**config.mk**
```make
export PLATFORM = sky130hd
export DESIGN_NAME = pipe_ctrl_unit
export DESIGN_NICKNAME = d
export VERILOG_FILES = /design/src/rtl/pipe_ctrl_unit.sv
export SDC_FILE = /design/constraint.sdc
export NUM_CORES = 1
export LEC_CHECK = 0
export ABC_AREA = 1
export CORE_UTILIZATION = 40
export CTS_CLUSTER_DIAMETER = 200
export DETAILED_ROUTE_END_ITERATION = 12
export DONT_BUFFER_PORTS = 1
export GPL_TIMING_DRIVEN = 0
export PLACE_DENSITY = 0.65
export SYNTH_ARGS = -nofsm -noshare
export SYNTH_HDL_FRONTEND = slang
export SYNTH_SLANG_ARGS = --single-unit
export TNS_END_PERCENT = 10
```
**constraint.sdc**
```tcl
create_clock -name clk -period 2.1 [get_ports clk]
set_input_delay 0.42 -clock clk [delete_from_list [all_inputs] [get_ports clk]]
set_output_delay 0.42 -clock clk [all_outputs]
set_load 0.01 [all_outputs]
```
**src/rtl/pipe_ctrl_unit.sv**
```systemverilog
`default_nettype none
// ============================================================================
//  Module      : pipe_ctrl_unit
//  Description : Hazard, forwarding, flush and halt controller for an
//                N-stage in-order pipeline. A shift scoreboard holds one
//                {valid, rd, is_load} entry per slot after ID. Slot 0 is
//                ID/EX, slot EX_STAGES is EX/MEM and slot DEPTH-1 is MEM/WB.
//                Optional build macro PIPE_CTRL_PERF_EN adds saturating
//                stall/flush performance counters (stall_cnt, flush_cnt).
//  Revision    : 1.0 - initial release
// ============================================================================
module pipe_ctrl_unit #(
    parameter  int REG_ADDR_W = 4,
    parameter  int EX_STAGES  = 2,
    parameter  int BR_SLOT    = 1,
    localparam int DEPTH      = EX_STAGES + 2,
    localparam int SEL_W      = $clog2(DEPTH + 1)
) (
    input  logic                  clk,
    input  logic                  rst,
    input  logic                  id_valid,
    input  logic [REG_ADDR_W-1:0] id_rs1,
    input  logic [REG_ADDR_W-1:0] id_rs2,
    input  logic                  id_use_rs1,
    input  logic                  id_use_rs2,
    input  logic [REG_ADDR_W-1:0] id_rd,
    input  logic                  id_reg_write,
    input  logic                  id_mem_read,
    input  logic                  id_jump,
    input  logic                  id_halt,
    input  logic                  br_taken,
    output logic                  stall,
    output logic                  flush_if,
    output logic [DEPTH-1:0]      flush_mask,
    output logic [SEL_W-1:0]      fwd_a,
    output logic [SEL_W-1:0]      fwd_b,
    output logic                  draining,
    output logic                  halted
`ifdef PIPE_CTRL_PERF_EN
    ,
    output logic [15:0]           stall_cnt,
    output logic [15:0]           flush_cnt
`endif
);

    // Slot indices and forward codes share the SEL_W encoding.
    localparam logic [SEL_W-1:0] c_ex_stages = SEL_W'(EX_STAGES);
    localparam logic [SEL_W-1:0] c_last_slot = SEL_W'(DEPTH - 1);
    localparam logic [SEL_W-1:0] c_wb_bypass = SEL_W'(DEPTH);
    // Slots younger than the resolving branch get squashed.
    localparam logic [DEPTH-1:0] c_br_mask   = DEPTH'((1 << BR_SLOT) - 1);

    typedef enum logic [1:0] {
        ST_RUN    = 2'd0,
        ST_DRAIN  = 2'd1,
        ST_HALTED = 2'd2
    } state_t;

    state_t                r_state;
    logic                  r_draining;
    logic                  r_halted;

    logic [DEPTH-1:0]      r_sb_valid;
    logic [DEPTH-1:0]      r_sb_load;
    logic [REG_ADDR_W-1:0] r_sb_rd [DEPTH];

    logic                  w_use_a;
    logic                  w_use_b;
    logic                  w_hit_a;
    logic                  w_hit_b;
    logic                  w_ld_a;
    logic                  w_ld_b;
    logic [SEL_W-1:0]      w_k_a;
    logic [SEL_W-1:0]      w_k_b;
    logic                  w_load_use;
    logic                  w_stall_req;
    logic                  w_push;

    // A source only participates when ID is real, reads it, and it is not r0.
    assign w_use_a = id_valid & id_use_rs1 & (id_rs1 != '0);
    assign w_use_b = id_valid & id_use_rs2 & (id_rs2 != '0);

    // Youngest-match search: scanning oldest to youngest lets the lowest slot win.
    always_comb begin
        w_hit_a = 1'b0;
        w_hit_b = 1'b0;
        w_ld_a  = 1'b0;
        w_ld_b  = 1'b0;
        w_k_a   = '0;
        w_k_b   = '0;
        for (int s = DEPTH - 1; s >= 0; s--) begin
            if (w_use_a && r_sb_valid[s] && (r_sb_rd[s] == id_rs1)) begin
                w_hit_a = 1'b1;
                w_ld_a  = r_sb_load[s];
                w_k_a   = SEL_W'(s);
            end
            if (w_use_b && r_sb_valid[s] && (r_sb_rd[s] == id_rs2)) begin
                w_hit_b = 1'b1;
                w_ld_b  = r_sb_load[s];
                w_k_b   = SEL_W'(s);
            end
        end
    end

    // A load still inside EX cannot supply data in time for the next capture.
    assign w_load_use = (w_hit_a & w_ld_a & (w_k_a < c_ex_stages)) |
                        (w_hit_b & w_ld_b & (w_k_b < c_ex_stages));

    assign w_stall_req = ((r_state == ST_RUN) & w_load_use) | (r_state == ST_DRAIN);

    // A taken branch overrides any stall except a completed halt.
    assign stall = (r_state == ST_HALTED) | (w_stall_req & ~br_taken);

    assign flush_if   = br_taken | (id_jump & id_valid & ~stall);
    assign flush_mask = br_taken ? c_br_mask : '0;

    // Forward select: slot k feeds EX1 through stage k+1; MEM/WB uses the WB bypass.
    always_comb begin
        fwd_a = '0;
        fwd_b = '0;
        if (!w_load_use) begin
            if (w_hit_a) begin
                fwd_a = (w_k_a == c_last_slot) ? c_wb_bypass : (w_k_a + SEL_W'(1));
            end
            if (w_hit_b) begin
                fwd_b = (w_k_b == c_last_slot) ? c_wb_bypass : (w_k_b + SEL_W'(1));
            end
        end
    end

    // Only non-zero writers that actually leave ID occupy a scoreboard slot.
    assign w_push = id_valid & id_reg_write & (id_rd != '0) &
                    ~stall & ~br_taken & ~id_halt;

    // Scoreboard shifts every cycle; squashed slots become bubbles as they move.
    always_ff @(posedge clk or negedge rst) begin
        if (!rst) begin
            r_sb_valid <= '0;
            r_sb_load  <= '0;
            for (int s = 0; s < DEPTH; s++) begin
                r_sb_rd[s] <= '0;
            end
        end else begin
            r_sb_valid[0] <= w_push;
            r_sb_load[0]  <= w_push & id_mem_read;
            r_sb_rd[0]    <= w_push ? id_rd : '0;
            for (int s = 1; s < DEPTH; s++) begin
                r_sb_valid[s] <= r_sb_valid[s-1] & ~flush_mask[s-1];
                r_sb_load[s]  <= r_sb_load[s-1];
                r_sb_rd[s]    <= r_sb_rd[s-1];
            end
        end
    end

    // Halt FSM: drain in-flight work, then freeze until reset.
    always_ff @(posedge clk or negedge rst) begin
        if (!rst) begin
            r_state    <= ST_RUN;
            r_draining <= 1'b0;
            r_halted   <= 1'b0;
        end else begin
            case (r_state)
                ST_RUN: begin
                    if (id_halt && id_valid && !stall && !br_taken) begin
                        r_state    <= ST_DRAIN;
                        r_draining <= 1'b1;
                    end
                end
                ST_DRAIN: begin
                    if (br_taken) begin
                        r_state    <= ST_RUN;
                        r_draining <= 1'b0;
                    end else if (r_sb_valid == '0) begin
                        r_state    <= ST_HALTED;
                        r_draining <= 1'b0;
                        r_halted   <= 1'b1;
                    end
                end
                ST_HALTED: begin
                    r_state <= ST_HALTED;
                end
                default: begin
                    r_state    <= ST_RUN;
                    r_draining <= 1'b0;
                    r_halted   <= 1'b0;
                end
            endcase
        end
    end

    assign draining = r_draining;
    assign halted   = r_halted;

`ifdef PIPE_CTRL_PERF_EN
    logic [15:0] r_stall_cnt;
    logic [15:0] r_flush_cnt;

    // Saturating counters: RUN-state stall cycles and taken-branch cycles.
    always_ff @(posedge clk or negedge rst) begin
        if (!rst) begin
            r_stall_cnt <= '0;
            r_flush_cnt <= '0;
        end else begin
            if ((r_state == ST_RUN) && stall && (r_stall_cnt != 16'hFFFF)) begin
                r_stall_cnt <= r_stall_cnt + 16'd1;
            end
            if (br_taken && (r_flush_cnt != 16'hFFFF)) begin
                r_flush_cnt <= r_flush_cnt + 16'd1;
            end
        end
    end

    assign stall_cnt = r_stall_cnt;
    assign flush_cnt = r_flush_cnt;
`endif

endmodule
`default_nettype wire
```
# After elaboration in Yosys (flattened, before gate mapping)
# Index checks and enable logic that the tools add are counted.
# Widths: inputs -> output; s select.
dict set report op_classes {
  bitwise 33
  reduce_logical 30
  eq_ne 16
  mux 43
  magnitude_cmp 2
  n_addsub 2
}
# cell count
set ops {}
lappend ops {{$mux 3} 12}
lappend ops {{$eq 4x4->1} 8}
lappend ops {{$mux 1} 22}
lappend ops {{$and 1x1->1} 21}
lappend ops {{$logic_and 1x1->1} 19}
lappend ops {{$reduce_bool 4->1} 3}
lappend ops {{$mux 2} 5}
lappend ops {{$add 3x1->3 const B} 2}
lappend ops {{$eq 3x2->1 const B} 2}
lappend ops {{$lt 3x2->1 const B} 2}
lappend ops {{$not 1->1} 6}
lappend ops {{$pmux 2 s3} 1}
lappend ops {{$reduce_and 3->1} 2}
lappend ops {{$logic_not 4->1} 1}
lappend ops {{$mux 4} 1}
lappend ops {{$ne 2x1->1 const B} 2}
lappend ops {{$or 1x1->1} 4}
lappend ops {{$ne 3x2->1 const B} 1}
lappend ops {{$pmux 1 s3} 1}
lappend ops {{$eq 2x1->1 const B} 1}
lappend ops {{$eq 2x2->1 const B} 1}
lappend ops {{$logic_not 1->1} 2}
lappend ops {{$logic_not 2->1} 1}
lappend ops {{$ne 2x2->1 const B} 1}
lappend ops {{other kinds (4)} 5}
dict set report totals {
  reg_bits 28
  inputBits 22
  wordCells 135
  out_inout_bits 14
}

# Depth between registers and ports, before layout
# Gate-level depths: netlist (run 1).
dict set report logic_depth {
  word_depth 20
  ltp_mapped 14
  mapped_depth_nobuf 14
}

# Least setup slack after synthesis (run 1)
# OpenSTA, ideal clock, no wires.
dict set report synth_path {
  path_type {input-to-output}
  from {input id_rs2[3]}
  to {output fwd_b[2]}
  arrival_time_ns 1.681
  n_path_buf 0
  path_slack_ns -0.001
  stages 11
  required_ns 1.680
  path_cell_list {inv_1 or2_2 nand3_1 nor4_1 nand2_1 nand2_1 nand2_1 inv_1 ha_1 inv_1 nor3_1}
}
dict set report synth_between {
  elab_chain_len 12
  elab_cells_between_ends 35
  cone_classes {add/sub (1); order compare (1); eq/ne (5); mux (15); bitwise (4); reduce/logical (9)}
}
# item line_no
set synth_lines {}
lappend synth_lines {{from (decl)} 23} ;# input logic [REG_ADDR_W-1:0] id_rs2,
lappend synth_lines {{$reduce_bool 4->1} 81} ;# assign w_use_b = id_valid & id_use_rs2 & (id_rs2 != '0);
lappend synth_lines {{$and 1x1->1} 81}
lappend synth_lines {{$logic_and 1x1->1 (2 in series)} 97} ;# if (w_use_b && r_sb_valid[s] && (r_sb_rd[s] == id_rs2)) begin
lappend synth_lines {{$mux 2 / $mux 1 (equally long branches)} 97}
lappend synth_lines {{$mux 3 / $mux 1 (equally long branches) (3 in series)} 97}
lappend synth_lines {{$add 3x1->3 (tied with other cells)} 126} ;# fwd_b = (w_k_b == c_last_slot) ? c_wb_bypass : (w_k_b + SEL_W'(1));
lappend synth_lines {{$mux 3 / $and 1x1->1 (equally long branches)} {126, 107}}
lappend synth_lines {{$mux 3 / $or 1x1->1 (equally long branches)} {125, 106}}
lappend synth_lines {{$mux 3 (*)} 121} ;# if (!w_load_use) begin
lappend synth_lines {{to (decl)} 36} ;# output logic [SEL_W-1:0] fwd_b,
# Mark *: on every way between the ends. The rest lies on a longest branch, timed or not.

# Worst setup path in the final report (run 1)
dict set report layout_path {
  from {register r_sb_rd[2] in the netlist's numbering}
  to {output fwd_b[2]}
}
dict set report layout_between {
  elab_chain_len 10
  elab_cells_between_ends 40
  cone_classes {add/sub (1); order compare (2); eq/ne (3); mux (27); bitwise (5); reduce/logical (2)}
}
# item line_no
set layout_lines {}
lappend layout_lines {{from (decl)} 65} ;# logic [REG_ADDR_W-1:0] r_sb_rd [DEPTH];
lappend layout_lines {{from (signal, indexed assignment)} 150} ;# r_sb_rd[s] <= r_sb_rd[s-1];
lappend layout_lines {{$eq 4x4->1, on equally long branches} {97, 92}}
lappend layout_lines {{$logic_and 1x1->1, on equally long branches} {97, 92}}
lappend layout_lines {{$mux 2 (tied with other cells)} 97}
lappend layout_lines {{$mux 3 (tied with other cells) (3 in series)} 97}
lappend layout_lines {{$add 3x1->3 (tied with other cells)} 126}
lappend layout_lines {{$mux 3 (tied with other cells)} 126}
lappend layout_lines {{$mux 3 / $or 1x1->1 (equally long branches)} {125, 106}}
lappend layout_lines {{$mux 3 (*)} 121}
# Marked as above.

==> out/metrics.cfg, run 1 <==
[setup_path]
crit_arrival_ps = 1960
crit_path_start_kind = register
crit_top_cell = nand2_1
crit_family = simple AND/OR/NAND/NOR gates
crit_required_ps = 1680
r2r_start = r_sb_rd[15]$_DFF_PN0_
r2r_end = r_sb_rd[12]$_DFF_PN0_
path_cells = xnor2_2 > nand3_2 > nor4_4 > nand2_1 > nand2_1 > nand2_2 > inv_2 > ha_4 > inv_4 > nor3_4
r2r_setup_slack_ps = 420
worst-setup-path-type = register to output pin
max_stage_delay_ps = 420
setup.worst_path.end_class = output pin
cp_max_fo = 3
cp_num_buf_inv = 2
cp_slowest_cell = dfrtp_1
reg2reg_depth = 12

[floorplanning]
ioPinCount = 36
die_area_um2 = 4500
fp.dieW_um = 67.1
rows = 23
die_h_um = 67.1
design.core.area_um2 = 4030
initial_core_util_pct = 42.1

[final_layout]
final_cell_mix = nand2_1, inv_1, nor2_1
diodes = 0
area_delta_synth_final_pct = 22.5
final_common_cell = nand2_1
final_util_pct = 51.6
drive_gt1_share_pct = 24.9
fin_nets = 290
n_fill_cell = 410

[pwr]
peakVddDrop_v = 0.000314
p_leak_nw = 1.01
comb_power_share_pct = 10.0
p_int_mw = 0.701
p_switching_mw = 0.216
p_clk_share_pct = 35.4
switching_share_pct = 23.6
power-per-cell-area_nw_per_um2 = 442
power_mw = 0.918
seqPwrFrac_pct = 54.5

[synth]
syn_inst = 251
synth-simple-area-share_pct = 39.3
synth_xor_xnor_area_share_pct = 2.58
synthAdderAreaFrac_pct = 1.48
synth_top_family_by_area = simple AND/OR/NAND/NOR gates
muxShareOfSynthArea_pct = 0
synth_area_um2 = 1700
yosys.cell_types.count = 30
syn_area_per_cell_um2 = 6.75
synth_warnings = 0
ys_seq_area_share_pct = 38.4
synth.ff_latch_count = 26
synth-compound-area-share_pct = 7.16

[clock_tree]
clk_latency_ps = 270
clk_pin_slew_ps = 90
clk_path_buf_depth = 2
root_buffer = clkbuf_8
htree_levels = 1
numCtsBuffers = 3
clock_sinks = 26
cts_tree = yes

[sta]
fin_crit_ps = 2380
hold_viol_final = 0
rsz0062_at_grt = true
fin_ws_ps = -283
clock_skew_ps = 9.10
period_share_pct = 113
fmax_ghz = 0.420
setup_viol = 8
maxSlewViolCount = 0

[hold_path]
min_from = br_taken
worstHoldEndpoint = r_sb_valid[1]$_DFF_PN0_
hold_path_depth = 1
hp-class = input port to register

[status]
violations = setup timing
status = finished with violations

[drt]
vias_per_cell = 4.95
drc = 0
wl_um = 3940
wl_per_cell_um = 12.5
vias = 1560
initialDrtViolationCount = 75
postRouteAntennaNets = 0
firstDrtPassIters = 4

[job]
max-cap-violations = 0

[place]
port_buffers = 0
place_congestion = 0.868
post-dp-hpwl_um = 3020

[global_route]
antenna_found_initial = 0
grt_use_met3_pct = 4.11
grt_start_max_net_pins = 27
first_global_vias = 1450
grtUsageMet1_pct = 25.1
grtUsageMet2_pct = 32.3
grt_pass1_wl_um = 6370
busiest_layer = met2
grt_overflow = 0
grt_usage_pct = 19.2

[kinds of logic (layout without fill, tap and decap cells)]
logic type               Yosys count  count (layout)
AO/OA/AOI/OAI                     18              18
XOR/XNOR                           5               5
adder cells (fa/ha/maj)            2               2
buffers and inverters             45              57
flip-flops                        26              26
other                              1               3
AND/OR/NAND/NOR                  154             154
[power by group through the flow]
stage	registers, mW	logic (mW)	clock network (mW)
5_1_grt	0.500	0.105	0.364
4_1_cts	0.500	0.0906	0.333
6_report	0.500	0.0922	0.325
2_1_floorplan	0.510	0.0574	0
3_3_place_gp	0.510	0.0690	0
3_5_place_dp	0.510	0.0694	0
[cell type report]
class,instances,area [um2],share of cell area [%]
Timing Repair Buffer,8,75.1,3.61
Multi-Input combinational cell,182,1040,50.3
Sequential cell,26,651,31.3
Inverter,41,159,7.65
Buffer,4,30.0,1.45
Tap cell,50,62.6,3.01
Clock buffer,4,55.1,2.65
[per-stage QoR]
step	instance area, um2	instances	setup TNS, ps	setup WS (ps)	hold WS [ps]
finish	2080	315	-1650	-283	207
floorplan	1710	253	0	21.5	124
global placement	1770	303	-748	-202	126
global route	2080	315	-2750	-399	188
CTS	2030	314	-1730	-259	200
detailed placement	1770	303	-832	-232	126
[sequential cells by signal (all words and copies together) (netlist names)]
register    count
r_sb_rd        16
halted          1
r_sb_valid      4
draining        1
r_state         2
r_sb_load       2
[Yosys cell counts]
master	number	area (um2)
a21boi_0	1	7.51
xor2_1	2	17.5
nor2_2	2	12.5
dfrtp_1	26	651
nor3_1	7	35.0
conb_1	1	3.75
a41oi_1	1	8.76
a31oi_1	1	6.26
nand3_4	1	17.5
o21bai_4	1	18.8
nand3_1	10	50.1
or2_2	3	18.8
nand4_1	2	12.5
nor2_1	38	143
buf_4	4	30.0
nand2_4	1	11.3
a21oi_1	6	30.0
nor4_1	2	12.5
inv_2	2	7.51
ha_1	2	25.0
nand2_1	80	300
xnor2_1	3	26.3
nor3b_1	2	15.0
nand2_2	4	25.0
inv_1	39	146
and3_1	1	6.26
o21ai_0	6	30.0
o2111ai_1	1	8.76
o2111a_1	1	11.3
nand3b_1	1	7.51
[worst register-to-register path, cell delays in order, from the launching register on]
cell      delay (ps)
dfrtp_1          410
inv_1             70
a21oi_1          120
nand2_1           90
nor2_2           130
nand2_2           90
nand2_1           70
nand2_1           60
nand2_2           80
nand2_4           90
o21bai_4         180
nand3_4          120
nor2_1           120
[worst max-delay path by stage]
stage | slack (ps) | endpoint | startpoint | cells after the start
6_report | -280 | fwd_b[2] | r_sb_rd[2]$_DFF_PN0_ | 10
5_1_grt | -400 | fwd_b[2] | r_sb_rd[2]$_DFF_PN0_ | 10
4_1_cts | -260 | fwd_a[0] | r_sb_rd[6]$_DFF_PN0_ | 14
3_5_place_dp | -230 | fwd_a[1] | id_rs1[1] | 13
3_3_place_gp | -200 | fwd_a[1] | id_rs1[1] | 13
2_1_floorplan | 20 | fwd_a[1] | id_rs1[1] | 13
[metal layers]
layer / up-vias / wire length [um]
met1: 714 / 1750
met5: - / 0
met3: 7 / 153
met4: 0 / 50
met2: 40 / 1980
li1: 799 / -
[repair_timing]
action | 4_1_cts | 5_1_grt
endpoints found under the hold margin | 26 | 0
resized for setup | 39 | 9
pin swaps | 15 | 12
buffers inserted | 5 | 1
hold buffers | 2 | 0
endpoints found under the setup margin | 8 | 8
(Power assumes the default switching activity.)
==> run 2, diff against run 1 <==
- CELL_PAD_IN_SITES_DETAIL_PLACEMENT: default -> 1
- CELL_PAD_IN_SITES_GLOBAL_PLACEMENT: default -> 1
- GPL_TIMING_DRIVEN: 0 -> default
- PLACE_DENSITY: 0.65 -> 0.83
==> run 2 against run 1 <==
  * The run still ends with setup timing left
  * Combinational power rose by 11%
  * Sequential power about the same
  * Critical path type unchanged
  * Count of clock-buffer cells in the layout unchanged
  * Sequential share of layout area is 2.0 points lower
  * Clock skew shrank 4.2 ps
  * Non-clock buffer count rose by 18
  * Register-to-register slack lost 200 ps
  * Flip-flop and latch count is the same
  * Final cell count grew 5.7%
  * Hold slack worse by 5.9 ps
  * Highest routed layer unchanged
==> out/metrics.cfg, run 2 (synthesized netlist as in run 1, its figures left out) <==
[status]
status = finished with violations
violations = setup timing

[final_layout]
largest_register = r_sb_rd
area_delta_synth_final_pct = 31.1
biggestRegsByFlops = r_sb_rd: 16 flops, r_sb_valid: 4 flops
drive_gt1_share_pct = 30.7  ; +5.8 points
final_cell_mix = nand2_1, inv_1, nor2_1
n_fill_cell = 517  ; +26%
multi_input_area_um2 = 1050  ; +0.24%
seq_area_um2 = 652  ; +0.19%
diodes = 0  ; unchanged
final_common_cell = nand2_1
fin_nets = 308  ; +6.2%
largest_reg_flops = 16  ; unchanged

[drt]
initialDrtViolationCount = 51  ; -32%
vias = 1711  ; +9.7%
vias_per_cell = 5.14  ; +3.8%
highest_layer = met4
wl_um = 5280  ; +34%
firstDrtPassIters = 4  ; unchanged
m1WireLength_um = 2220  ; +27%
wl_met3_um = 117  ; -24%
drc = 0  ; unchanged
wl_met2_um = 2820  ; +43%
wl_per_cell_um = 15.8  ; +27%
postRouteAntennaNets = 0  ; unchanged

[clock_tree]
root_buffer = clkbuf_8
numCtsBuffers = 3  ; unchanged
clock_sinks = 26  ; unchanged
clk_pin_slew_ps = 90  ; about the same
htree_levels = 1  ; unchanged
clk_path_buf_depth = 2  ; unchanged
cts_tree = yes
clk_latency_ps = 270  ; about the same

[setup_path]
cp_max_fo = 3  ; unchanged
worst-setup-path-type = register to output pin
reg2reg_depth = 13  ; +1
crit_required_ps = 1680  ; about the same
r2r_setup_slack_ps = 220  ; -200 ps
path_cells = buf_4 > or2_4 > nand3_2 > nor4_4 > nor2_1 > nor2_2 > ha_4 > inv_2 > nor3_2 > buf_4
startpoint = r_sb_rd[3]$_DFF_PN0_
r2r_end = r_sb_rd[12]$_DFF_PN0_
setup.worst_path.end_class = output pin
crit_top_cell = buf_4
crit_path_start_kind = register
r2r_start = r_sb_rd[12]$_DFF_PN0_
cp_slowest_cell = dfrtp_1
crit_arrival_ps = 2090  ; +130 ps
max_stage_delay_ps = 430  ; about the same

[sta]
fmax_ghz = 0.398  ; -5.2%
hold_viol_final = 0  ; unchanged
fin_ws_ps = -413  ; -130 ps
setup_viol = 8  ; unchanged
whs_ps = 201  ; -5.89 ps
fin_crit_ps = 2510  ; +130 ps
period_share_pct = 120  ; +6.2 points
clock_skew_ps = 4.93  ; -4.17 ps
rsz0062_at_grt = true
maxSlewViolCount = 0  ; unchanged

[floorplanning]
initial_core_util_pct = 42.1  ; unchanged
die_h_um = 67.1  ; unchanged
rows = 23  ; unchanged
design.core.area_um2 = 4030  ; unchanged
ioPinCount = 36  ; unchanged
fp.dieW_um = 67.1  ; unchanged
die_area_um2 = 4500  ; unchanged

[place]
place_congestion = 0.908  ; +4.6%
port_buffers = 0  ; unchanged
dpl_worst_slack_ps = -188  ; +44.3 ps
post-dp-hpwl_um = 4030  ; +33%

[hold_path]
hold_path_depth = 1  ; unchanged
hp-class = input port to register
worstHoldEndpoint = r_sb_valid[1]$_DFF_PN0_
min_from = br_taken

[global_route]
grt_pass1_wl_um = 8120  ; +28%
antenna_found_initial = 0  ; unchanged
grt_usage_pct = 24.8  ; +5.6 points
grt_overflow = 0  ; unchanged
grt_start_max_net_pins = 27  ; unchanged
first_global_vias = 1777  ; +23%

[pwr]
p_leak_nw = 1.13  ; +11%
peakVddDrop_v = 0.000310  ; -1.3%
power-per-cell-area_nw_per_um2 = 418  ; -5.3%

[job]
max-cap-violations = 0  ; unchanged

==> run 2: cell types whose count changed in the layout (fill, tap and decap cells not counted), sizes merged <==
cell	previous run	this run
buf	11	29
==> run 2: worst max-delay path: cells and delay by family, from the launching register on <==
kind	cells	cell delay, ps
and+or+nand+nor	6	930
buffers and inverters	3	310
adders and majority gates	1	150
DFF	1	430
==> run 2: routing by layer <==
metal	track usage, %	vias up
met5	0	-
met4	8.78	0
met3	3.42	11
met2	45.6	35
met1	28.9	831
li1	-	834
==> run 2: layout make-up <==
type,instances,share of cell area (%)
multi-input combinational,182,47.1
sequential,26,29.3
timing repair buffer,30,11.3
inverter,41,6.93
tap,50,2.82
clock buffer,4,2.48
==> run 2: how the worst max path moves through the flow <==
stage | cells past startpoint | endpoint | slack (ps)
after global placement | 13 | fwd_a[1] | -110
final | 10 | fwd_b[2] | -410
after CTS | 11 | fwd_b[2] | -350
after detailed placement | 13 | fwd_a[1] | -190
after global routing | 10 | fwd_b[2] | -540
after floorplan | 13 | fwd_a[1] | 20
==> run 2: repair_timing <==
action                                  4_1_cts  5_1_grt
endpoints found under the hold margin        26        0
endpoints found under the setup margin        8        8
resized for setup                            20       30
hold buffers                                  2        0
pin swaps                                     8       13
buffers inserted                              4        4
==> run 2: where the power goes <==
part	switching [mW]	leakage (nW)	internal, mW
clock	0.159	0.0288	0.168
combinational	0.0605	0.741	0.0415
sequential	0	0.357	0.500
total	0.220	1.13	0.709
==> run 2: stage by stage <==
stage | area, um2 | TNS, ps | power [mW] | utilization (%) | std cells
2_1_floorplan | 1710 | 0 | 0.568 | - | 253
3_3_place_gp | 1900 | -437 | 0.583 | 47.1 | 320
3_5_place_dp | 1900 | -840 | 0.586 | 47.1 | 320
4_1_cts | 2070 | -2100 | 0.928 | 51.4 | 330
5_1_grt | 2220 | -3730 | 0.969 | 55.2 | 333
6_report | 2220 | -2640 | 0.929 | 55.2 | 333
==> variant 1 (config.mk and constraints of run 2) <==
`REG_ADDR_W`: 4 -> 5.
--- a/src/rtl/pipe_ctrl_unit.sv
+++ b/src/rtl/pipe_ctrl_unit.sv
@@ -10,7 +10,7 @@
 //  Revision    : 1.0 - initial release
 // ============================================================================
 module pipe_ctrl_unit #(
-    parameter  int REG_ADDR_W = 4,
+    parameter  int REG_ADDR_W = 5,
     parameter  int EX_STAGES  = 2,
     parameter  int BR_SLOT    = 1,
     localparam int DEPTH      = EX_STAGES + 2,
Interface: changed (resized id_rd, id_rs1 and id_rs2); port bits go from 36 to 39. The function was not compared with the original's and may differ.
==> variant 1 against run 2 <==
The flow still finishes with violations (setup timing). Worst setup slack gained 0.061 ns. Total power grew 26%. Maximum frequency increased by 2.5%. Sequential cell count increased by 4. Largest cell class unchanged. Clock power increased by 47%. Cell area grew 10%. Non-clock buffer count down 1. Wire length rose by 16%. First-iteration DRC count increased by 78%. Synthesized area increased by 15%.
==> variant 1: results (changes against run 2) <==
* Status: finished, violations left
* Synth async-reset ratio at 100% (unchanged)
* # setup viols final at 8 (unchanged)
* Worst path top cell family by delay: simple AND/OR/NAND/NOR gates
* Ys Warns at 0 (unchanged)
* Diode count at 0 (unchanged)
* First-pass GRT wire length at 9860 um (+21%)
* H-tree depth at 2 (+1)
* Nets at 337 (+9.4%)
* Drt wl/cell at 16.2 um (+2.1%)
* Drt initial violations at 91 (+78%)
* Count leader, synth: nand2_1
* Initial DRT Pass Iterations at 4 (unchanged)
* TritonCTS Buffers at 5 (+2)
* Share of layout cells above drive strength 1 at 28.0% (-2.8 points)
* Failing checks: setup timing
* Sequential area share after synthesis at 38.4% (+0.061 points)
* Clock latency on the worst-skew pair at 0.28 ns
* Netlist cell types at 31 (+3.3%)
* Top Registers: r_sb_rd: 20 flops, r_sb_valid: 4 flops
* HP Class: primary input to register
* Main synth FF type: dfrtp_1
* IR drop worst, VDD at 0.000263 V (-15%)
* Final setup skew at 0.00290 ns (-0.00203 ns)
* Max Root-Sink Buffers at 2 (unchanged)
* Pre-CTS setup slack at -0.200 ns (-0.0123 ns)
* Gpl congestion at 0.936 (+3.1%)
* Post-synth top cells: nand2_1, inv_1, nor2_1
* Largest net degree at the start of global routing at 31 (+15%)
* Final WS setup at -0.352 ns (+0.0606 ns)
* Gr usage total at 25.9% (+1.1 points)
* Largest stage delay, worst path at 0.41 ns (-0.02 ns)
* Vias in the first global route at 1997 (+12%)
* Port bufs at 0 (unchanged)
* Root Buffer: clkbuf_8
* Leak at 1.25 nW (+11%)
* # fillers at 625 (+21%)
* Detailed-route vias per instance at 5.09 (-0.89%)
* Synth top area cells: dfrtp_1, nand2_1, inv_1
* DP Wirelength at 4580 um (+14%)
* Clock-pin slew on the worst setup and hold paths at 0.06 ns (-0.03 ns)
* Worst-path maximum fanout at 3 (unchanged)
## variant 1: routing by layer
layer	track usage, %	vias to the layer above	routed length [um]
met5	0	-	0
met4	10.2	0	150
met3	6.05	12	313
met2	42.3	56	3050
met1	33.3	926	2600
li1	-	931	-
## variant 1: layout make-up
type | count | area [um2] | area share (%)
multi-input combinational | 202 | 1130 | 46.2
sequential | 30 | 753 | 30.7
timing repair buffer | 29 | 233 | 9.49
inverter | 42 | 158 | 6.43
clock buffer | 7 | 86.3 | 3.52
tap | 67 | 83.8 | 3.42
clock inverter | 1 | 5.00 | 0.204
## variant 1: per-stage QoR
stage                     TNS (ns)  area, um2  total power (W)  instances  utilization [%]
after floorplan            -0.0244       1970         0.000668        281                -
after global placement       -1.09       2140         0.000675        359             45.2
after detailed placement     -1.08       2140         0.000677        359             45.2
after CTS                    -2.44       2400          0.00119        375             50.8
after global routing         -3.46       2450          0.00123        378             51.9
final                        -2.44       2450          0.00117        378             51.9
## variant 1: path summary, 6_finish.rpt
path,from,to,slack [ns],cells after the start
max in group asynchronous,rst,r_sb_rd[16]$_DFF_PN0_,1.32,2
max reg2reg,r_sb_rd[11]$_DFF_PN0_,draining$_DFFE_PN0P_,0.20,15
min in group asynchronous,rst,r_sb_rd[0]$_DFF_PN0_,0.59,2
min,br_taken,r_sb_valid[1]$_DFF_PN0_,0.20,1
min reg2reg,r_sb_load[0]$_DFF_PN0_,r_sb_load[1]$_DFF_PN0_,0.40,0
max,r_sb_rd[7]$_DFF_PN0_,fwd_b[1],-0.35,10
## variant 1: power by group
| group | switching [W] | leakage, nW | internal, W | total (W) |
|---|---|---|---|---|
| clock network | 0.000218 | 0.0482 | 0.000264 | 0.000482 |
| logic | 0.0000752 | 0.795 | 0.0000390 | 0.000114 |
| registers | 0 | 0.411 | 0.000578 | 0.000578 |
## variant 1: worst register-to-register path: stages, from the launching register on
cell	delay (ns)
dfrtp_1	0.44
inv_2	0.06
nand2_1	0.06
nand2_1	0.08
nor2_2	0.11
nand2_2	0.08
nor2_4	0.14
buf_4	0.13
nand3_1	0.06
nand2_1	0.09
nand2_2	0.09
buf_4	0.14
nand3_1	0.05
nand2_1	0.09
nand3_1	0.10
nand2_1	0.06
## variant 1: cell families after synthesis
logic type / share of synthesized area (%)
buffers and inverters: 10.8
and+or+nand+nor: 36.9
xor gates and xnor gates: 4.93
DFF: 38.4
other: 0.192
AOI/OAI and AO/OA: 7.43
adders and majority gates: 1.28
## variant 1: what timing repair did
action | 4_1_cts | 5_1_grt
resized for setup | 27 | 11
endpoints found under the setup margin | 8 | 8
pin swaps | 14 | 8
hold endpoints to repair | 30 | 0
setup buffers | 6 | 3
hold buffers | 2 | 0
==> variant 2 (config.mk and constraints of run 2) <==
Without the edit above. The 3 states of `state_t` get a one-hot encoding in 3 bits.
--- a/src/rtl/pipe_ctrl_unit.sv
+++ b/src/rtl/pipe_ctrl_unit.sv
@@ -50,10 +50,10 @@
     // Slots younger than the resolving branch get squashed.
     localparam logic [DEPTH-1:0] c_br_mask   = DEPTH'((1 << BR_SLOT) - 1);
 
-    typedef enum logic [1:0] {
-        ST_RUN    = 2'd0,
-        ST_DRAIN  = 2'd1,
-        ST_HALTED = 2'd2
+    typedef enum logic [2:0] {
+        ST_RUN    = 3'b001,
+        ST_DRAIN  = 3'b010,
+        ST_HALTED = 3'b100
     } state_t;
 
     state_t                r_state;
Function: no difference found for any inputs over 10 cycles, from zero or initial values and one cycle with rst low; not proved beyond that.
==> variant 2 against run 2 <==
The flow still finishes with violations (setup timing). Worst setup slack gained 0.028 ns. Sequential cell count grew 1. Maximum frequency grew 1.1%. Core utilization shrank 6.5 points. Synthesized area grew 4.4%. Wire length shrank 10%. Cell area shrank 9.9%.
Power is not compared: it rests on default switching activity, and its combinational part moved more than twofold at a synthesized area within 25%.
==> variant 2: results (changes against run 2) <==
* Reg-to-reg critical path startpoint: r_sb_rd[15]$_DFF_PN0_
* Adder-Cell Fraction of Synth Area at 1.41% (-0.063 points)
* Gr usage total at 22.6% (-2.2 points)
* Sequential area share after synthesis at 38.2% (-0.14 points)
* # setup viols final at 8 (unchanged)
* Vias in the first global route at 1642 (-7.6%)
* Crit path to: fwd_b[1]
* Crit Reg-Reg Endpoint: draining$_DFFE_PN0P_
* CP arrival at 2.06 ns (-0.03 ns)
* Gate count of the mapped netlist at 254 (+1.2%)
* Largest net degree at the start of global routing at 28 (+3.7%)
* Crit path launch: r_sb_rd[4]$_DFF_PN0_
* Nets at 292 (-5.2%)
* Post-synth top cells: nand2_1, inv_1, nor2_1
* Drt wl/cell at 14.9 um (-5.8%)
* Multi-input gates at 177 (-2.7%)
* Clk tree area frac at 2.31% (-0.16 points)
* Netlist cell types at 30 (unchanged)
* NonClk Buf Share at 5.63% (-5.7 points)
* Status: finished, violations left
* Final Cell Area at 0.00200 mm2 (-9.9%)
* # fillers at 538 (+4.1%)
* Hold slack at 0.191 ns (-0.0100 ns)
* Drt initial violations at 58 (+14%)
* XOR/XNOR Fraction of Synth Area at 2.97% (+0.39 points)
* Comb pwr at 0.000290 W
* Diode count at 0 (unchanged)
* Share of layout cells above drive strength 1 at 23.6% (-7.1 points)
* Inst Count DP at 311 (-2.8%)
* Fraction of area in registers at 33.8% (+4.5 points)
* Final WS setup at -0.385 ns (+0.0278 ns)
* Syn avg cell area at 6.97 um2 (+3.2%)
* R2R Setup Slk at 0.36 ns (+0.14 ns)
* Signal inverters at 46 (+12%)
* Fraction of area in multi-input gates at 46.5% (-0.63 points)
* Pre-CTS setup slack at -0.140 ns (+0.0482 ns)
* Plain + repair buffers at 13 (-57%)
* Failing checks: setup timing
* P_int at 0.000804 W
* Root Buffer: clkbuf_8
* Placed Area at 0.00189 mm2 (-0.53%)
* Max Root-Sink Buffers at 2 (unchanged)
* Final setup skew at 0.00324 ns (-0.00168 ns)
* Synth Area in Compound Gates at 6.01% (-1.2 points)
* Setup TNS at -2.33 ns (+0.310 ns)
* First-pass GRT wire length at 7600 um (-6.4%)
* FF-to-FF path depth at 15 (+2)
* Yosys reg bits at 27 (+3.8%)
* Slowest CP cell: dfrtp_1
* WL final at 4730 um (-10%)
* Top Registers: r_sb_rd: 16 flops, r_sb_valid: 4 flops, r_state: 3 flops
* Synth top area cells: dfrtp_1, nand2_1, inv_1
* DP Wirelength at 3880 um (-3.6%)
* Clock-pin slew on the worst setup and hold paths at 0.10 ns
* Gpl congestion at 0.921 (+1.4%)
* Vias post-DR at 1624 (-5.1%)
-- variant 2: critical path: cells and delay by family, from the launching register on --
kind	cells	cell delay, ns
simple gates	4	0.55
flops	1	0.43
compound gates	1	0.14
xor+xnor	1	0.17
fa+ha+maj	1	0.30
buf+inv	3	0.20
-- variant 2: metal layers --
metal	track usage [%]	vias to the layer above	part of all wire, %
met4	7.81	0	1.5
met1	28.7	772	43
met2	39.1	48	50
met5	0	-	0
li1	-	797	-
met3	3.13	7	4.6
-- variant 2: logic make-up (layout without fill, tap and decap cells) --
family                   Yosys count  after routing
XOR/XNOR                           6              6
AND/OR/NAND/NOR                  148            148
AO/OA/AOI/OAI                     18             18
other                              1              3
adder cells (fa/ha/maj)            2              2
flip-flops                        27             27
buffers and inverters             52             63
-- variant 2: timing repair --
item,4_1_cts,5_1_grt
gates resized for setup,8,4
pin swaps,5,1
setup endpoints to repair,8,8
hold buffers,2,0
hold endpoints to repair,27,0
buffers inserted,0,0
